## src/rtl/main_ram_ctrl.sv

```systemverilog
// Sequencer and two-port arbiter for an asynchronous SRAM with registered, glitch-free strobes.
// Optional MAIN_RAM_RR_EN selects round-robin arbitration instead of fixed port-0 priority.
module main_ram_ctrl #(
    parameter int WIDTH      = 8,
    parameter int ADDR_WIDTH = 20,
    parameter int RD_WAIT    = 2,
    parameter int WR_PULSE   = 2
) (
    input  logic                  clk,
    input  logic                  reset,
    input  logic                  req0,
    input  logic                  we0,
    input  logic [ADDR_WIDTH-1:0] addr0,
    input  logic [WIDTH-1:0]      wdata0,
    output logic                  ack0,
    input  logic                  req1,
    input  logic                  we1,
    input  logic [ADDR_WIDTH-1:0] addr1,
    input  logic [WIDTH-1:0]      wdata1,
    output logic                  ack1,
    output logic [WIDTH-1:0]      rdata,
    output logic                  busy,
    output logic                  _ram_cs,
    output logic                  _ram_oe,
    output logic                  _ram_w,
    output logic [ADDR_WIDTH-1:0] ram_addr,
    output logic [WIDTH-1:0]      ram_din,
    input  logic [WIDTH-1:0]      ram_dout
);

    localparam int MAX_WAIT = (RD_WAIT > WR_PULSE) ? RD_WAIT : WR_PULSE;
    localparam int CNT_W    = $clog2(MAX_WAIT) + 1;
    localparam logic [CNT_W-1:0] CNT_ONE     = CNT_W'(1);
    localparam logic [CNT_W-1:0] CNT_RD_LOAD = CNT_W'(RD_WAIT - 1);
    localparam logic [CNT_W-1:0] CNT_WR_LOAD = CNT_W'(WR_PULSE - 1);

    typedef enum logic [2:0] {
        ST_IDLE,
        ST_SETUP,
        ST_RWAIT,
        ST_WSTROBE,
        ST_WHOLD,
        ST_DONE
    } state_t;

    state_t                  state_reg, state_next;
    logic [CNT_W-1:0]        cnt_reg, cnt_next;
    logic                    op_we_reg, op_we_next;
    logic                    grant_reg, grant_next;
    logic [ADDR_WIDTH-1:0]   addr_reg, addr_next;
    logic [WIDTH-1:0]        din_reg, din_next;
    logic [WIDTH-1:0]        rdata_reg, rdata_next;
    logic                    cs_reg, cs_next;
    logic                    oe_reg, oe_next;
    logic                    w_reg, w_next;
    logic                    ack0_reg, ack0_next;
    logic                    ack1_reg, ack1_next;
    logic                    busy_reg, busy_next;

    logic any_req;
    logic pick;     // 1 selects port 1

    assign any_req = req0 | req1;

`ifdef MAIN_RAM_RR_EN
    logic last_grant_reg;

    // On a tie the port granted most recently yields.
    always_comb begin
        pick = ~req0;
        if (req0 && req1) begin
            pick = ~last_grant_reg;
        end
    end

    always_ff @(posedge clk or posedge reset) begin
        if (reset) begin
            last_grant_reg <= 1'b1;
        end else if (state_reg == ST_IDLE && any_req) begin
            last_grant_reg <= pick;
        end
    end
`else
    assign pick = ~req0;
`endif

    always_comb begin
        state_next = state_reg;
        cnt_next   = cnt_reg;
        op_we_next = op_we_reg;
        grant_next = grant_reg;
        addr_next  = addr_reg;
        din_next   = din_reg;
        rdata_next = rdata_reg;

        case (state_reg)
            ST_IDLE: begin
                if (any_req) begin
                    grant_next = pick;
                    op_we_next = pick ? we1 : we0;
                    addr_next  = pick ? addr1 : addr0;
                    din_next   = pick ? wdata1 : wdata0;
                    state_next = ST_SETUP;
                end
            end
            ST_SETUP: begin
                if (op_we_reg) begin
                    cnt_next   = CNT_WR_LOAD;
                    state_next = ST_WSTROBE;
                end else begin
                    cnt_next   = CNT_RD_LOAD;
                    state_next = ST_RWAIT;
                end
            end
            ST_RWAIT: begin
                if (cnt_reg == '0) begin
                    rdata_next = ram_dout;
                    state_next = ST_DONE;
                end else begin
                    cnt_next = cnt_reg - CNT_ONE;
                end
            end
            ST_WSTROBE: begin
                if (cnt_reg == '0) begin
                    state_next = ST_WHOLD;
                end else begin
                    cnt_next = cnt_reg - CNT_ONE;
                end
            end
            ST_WHOLD: begin
                state_next = ST_DONE;
            end
            ST_DONE: begin
                state_next = ST_IDLE;
            end
            default: begin
                state_next = ST_IDLE;
            end
        endcase

        // Strobes are decoded from the next state so they leave a flop, never a gate.
        cs_next   = ~((state_next == ST_SETUP) || (state_next == ST_RWAIT) ||
                      (state_next == ST_WSTROBE) || (state_next == ST_WHOLD));
        oe_next   = ~(((state_next == ST_SETUP) || (state_next == ST_RWAIT)) && !op_we_next);
        w_next    = ~(state_next == ST_WSTROBE);
        ack0_next = (state_next == ST_DONE) && !grant_next;
        ack1_next = (state_next == ST_DONE) &&  grant_next;
        busy_next = (state_next != ST_IDLE);
    end

    always_ff @(posedge clk or posedge reset) begin
        if (reset) begin
            state_reg <= ST_IDLE;
            cnt_reg   <= '0;
            op_we_reg <= 1'b0;
            grant_reg <= 1'b0;
            addr_reg  <= '0;
            din_reg   <= '0;
            rdata_reg <= '0;
            cs_reg    <= 1'b1;
            oe_reg    <= 1'b1;
            w_reg     <= 1'b1;
            ack0_reg  <= 1'b0;
            ack1_reg  <= 1'b0;
            busy_reg  <= 1'b0;
        end else begin
            state_reg <= state_next;
            cnt_reg   <= cnt_next;
            op_we_reg <= op_we_next;
            grant_reg <= grant_next;
            addr_reg  <= addr_next;
            din_reg   <= din_next;
            rdata_reg <= rdata_next;
            cs_reg    <= cs_next;
            oe_reg    <= oe_next;
            w_reg     <= w_next;
            ack0_reg  <= ack0_next;
            ack1_reg  <= ack1_next;
            busy_reg  <= busy_next;
        end
    end

    assign _ram_cs  = cs_reg;
    assign _ram_oe  = oe_reg;
    assign _ram_w   = w_reg;
    assign ram_addr = addr_reg;
    assign ram_din  = din_reg;
    assign rdata    = rdata_reg;
    assign ack0     = ack0_reg;
    assign ack1     = ack1_reg;
    assign busy     = busy_reg;

endmodule

```

## config.mk

```make
export PLATFORM = sky130hd
export DESIGN_NAME = main_ram_ctrl
export DESIGN_NICKNAME = d
export VERILOG_FILES = /design/src/rtl/main_ram_ctrl.sv
export SDC_FILE = /design/constraint.sdc
export NUM_CORES = 1
export LEC_CHECK = 0
export ABC_CLOCK_PERIOD_IN_PS = 1900
export CAP_MARGIN = 20
export CELL_PAD_IN_SITES_DETAIL_PLACEMENT = 0
export CELL_PAD_IN_SITES_GLOBAL_PLACEMENT = 1
export CORE_ASPECT_RATIO = 0.7
export CORE_MARGIN = 5
export CORE_UTILIZATION = 30
export CTS_CLUSTER_DIAMETER = 50
export CTS_CLUSTER_SIZE = 10
export DETAILED_ROUTE_END_ITERATION = 7
export PLACE_DENSITY = 0.81
export SLEW_MARGIN = 15
export SYNTH_ARGS = -nofsm -noshare
export SYNTH_HDL_FRONTEND = slang
export SYNTH_SLANG_ARGS = --single-unit
```

## constraint.sdc

```tcl
create_clock -name clk -period 1.9 [get_ports clk]
set_clock_uncertainty 0.1 [all_clocks]
set_input_delay 0.38 -clock clk [delete_from_list [all_inputs] [get_ports clk]]
set_output_delay 0.38 -clock clk [all_outputs]
set_load 0.005 [all_outputs]
```

==> flow_summary.json <==
{
  "cp.required_ns": 1.42,
  "reg2reg_from": "cnt_reg[0]",
  "viasPerCell": 4.81,
  "switching_power_mw": 1.68,
  "cpLargestDelayFamily": "flip-flops",
  "grt_pass1_vias": 2048,
  "avgSynthCellArea_um2": 11.1,
  "num_io_pins": 112,
  "rsz0062_at_grt": "false",
  "drc": 0,
  "clock_sinks": 49,
  "synth_top_area_share_pct": 50.4,
  "hold_class": "input pin to asynchronous set/reset pin",
  "die_w_um": 114,
  "antenna_found_initial": 0,
  "gp_congestion": 0.775,
  "fp.coreArea_um2": 7350,
  "async_reset_ff_share_pct": 100,
  "wirelength_um": 6320,
  "fin_cells": 416,
  "yosysTopAreaCell": "dfrtp_1",
  "initial_core_util_pct": 31.1,
  "rows": 26,
  "port_buffers": 111,
  "cts_tree": "yes",
  "clkPwrFrac_pct": 12.3,
  "cts_root_buf": "clkbuf_8",
  "post-place-ws_ns": 0.0722,
  "ctsResizeCount": 0,
  "powerDensity_nw_per_um2": 1380,
  "grt_pass1_wl_um": 10300,
  "relSlewSlack_pct": 71.4,
  "status": "finished, final reports clean",
  "r2r_end": "rdata[3]",
  "period_share_pct": 94.4,
  "yosys-top-cells-area": "dfrtp_1, a21oi_1, mux2i_1",
  "dp.cells": 408,
  "crit_path_end_kind": "primary output",
  "seq_area_frac_synth_pct": 53.8,
  "synth-compound-area-share_pct": 17.1,
  "hpwlAfterDp_um": 4820,
  "power.internal_mw": 3.32,
  "switching_share_pct": 33.5,
  "via_count": 1999,
  "syn-instance-count": 206,
  "synthXorXnorAreaFrac_pct": 0,
  "cp_max_fo": 1,
  "clock_latency_ns": 0.29,
  "synth-main-ff-cell": "dfrtp_1",
  "diodes": 0,
  "synth_fp_nets": 277,
  "final_common_cell": "clkdlybuf4s50_1",
  "fp.dieArea_um2": 9490,
  "period_needed_ns": 1.79,
  "drt_pass1_iterations": 4,
  "power_frac_seq_pct": 37.2,
  "ys_types": 33,
  "synth_top_family_by_area": "multiplexers",
  "arrival_ns": 1.31,
  "syn-cell-area_um2": 2280,
  "synth_enable_flop_cells": 0,
  "max_stage_delay_ns": 0.53,
  "hold_viol": 0,
  "vdd_drop_max_mv": 0.626,
  "area_growth_pct": 58.2,
  "drv_slew": 0,
  "crit_cells": 1,
  "p_leak_nw": 1.50,
  "power_frac_comb_pct": 50.5,
  "holdBufCountCts": 0,
  "slowest_stage": "dfstp_2",
  "crit_chain": "clkdlybuf4s50_1",
  "yosys.area_share.adder_pct": 0.548,
  "grt_remaining_overflow": 0,
  "post-cts-setup-buffers": 0,
  "cp_num_buf_inv": 1,
  "final_cell_mix": "clkdlybuf4s50_1, a21oi_1, dfrtp_1, mux2i_1",
  "largest_register_ffs": 20,
  "synthSimpleGateAreaFrac_pct": 6.19,
  "ys_warn_count": 0,
  "critPathKind": "flip-flop to primary output",
  "grt_max_degree": 50,
  "htree_levels": 2,
  "cts_buffers": 5,
  "clk_pin_slew_ns": 0.08,
  "die_h_um": 83.0,
  "maxCapViolations": 0,
  "fin_tns_setup_ns": 0,
  "synth-seq-cells": 49,
  "reg2reg_depth": 5,
  "whs_ns": 0.356,
  "drive_above_1_share_pct": 10.7,
  "grt_usage_pct": 13.2,
  "fmax_ghz": 0.558,
  "drt_iter0_markers": 62,
  "fin_ws_ns": 0.107,
  "cts_buffer_depth": 2,
  "crit_path_start": "_ram_oe",
  "worst_pin_slew_ns": 0.427,
  "drt-wirelength-per-cell_um": 15.2,
  "critPathLaunchType": "flip-flop",
  "setup_viol": 0,
  "nNetsFinal": 388,
  "antenna_left": 0,
  "crit_path_end": "_ram_oe",
  "synthMuxAreaShare_pct": 17.1,
  "r2r_setup_slack_ns": 0.13
}
==> through the flow <==
step                      total power [mW]  instance area [um2]  util, %
after floorplan                       3.07                 2280        -
after global placement                4.37                 3520     47.9
after detailed placement              4.44                 3520     47.9
after CTS                             5.08                 3610     49.2
after global routing                  5.43                 3610     49.2
final                                 5.00                 3610     49.2
==> per-layer routing <==
metal / up-vias / GRT usage, % / routed length (um) / part of all wire [%]
li1: 963 / - / - / -
met1: 926 / 17.7 / 2840 / 45
met2: 106 / 19.6 / 2640 / 42
met3: 4 / 5.89 / 790 / 13
met4: 0 / 2.59 / 37 / 0.59
met5: - / 0 / 0 / 0
==> kinds of logic after synthesis <==
logic type / Yosys count
buffers and inverters: 24
muxes: 38
adders and majority gates: 1
DFF: 49
AOI/OAI and AO/OA: 73
and+or+nand+nor: 21
==> Yosys cell counts, drive strengths merged (2+ instances only) <==
library cell  instances
a21oi                61
and2                  2
buf                  11
clkbuf                7
dfrtp                46
dfstp                 3
inv                   6
mux2                  9
mux2i                29
nand2                 4
nand2b                2
nand3                 2
nand3b                2
nor2                  2
nor3                  3
o21a                  2
o21ai                 4
==> worst min-delay path by stage <==
| stage | endpoint | slack, ns | cells after the start |
|---|---|---|---|
| global route | cnt_reg[1] | 0.37 | 3 |
| finish | cnt_reg[1] | 0.36 | 3 |
| floorplan | cnt_reg[0] | 0.40 | 1 |
| global placement | rdata[4] | 0.39 | 1 |
| detailed placement | rdata[0] | 0.39 | 1 |
| CTS | ram_addr[19] | 0.36 | 3 |
==> worst min-delay path, stage by stage <==
cell	delay, ns
clkdlybuf4s50_1	0.42
inv_2	0.07
buf_12	0.25
==> power groups by stage <==
stage / registers, mW / clock network (mW) / logic (mW)
4_1_cts: 1.87 / 0.649 / 2.57
3_5_place_dp: 1.88 / 0 / 2.56
3_3_place_gp: 1.87 / 0 / 2.50
2_1_floorplan: 1.88 / 0 / 1.19
5_1_grt: 1.93 / 0.695 / 2.80
6_report: 1.86 / 0.613 / 2.53
==> final cells by class <==
cell class / count / area (um2)
multi-input combinational: 133 / 936
tap: 98 / 123
clock buffer: 8 / 90.1
fill: 713 / 3740
inverter: 6 / 22.5
sequential: 49 / 1230
timing repair buffer: 122 / 1210
No activity file was read; power rests on OpenSTA's default activity.
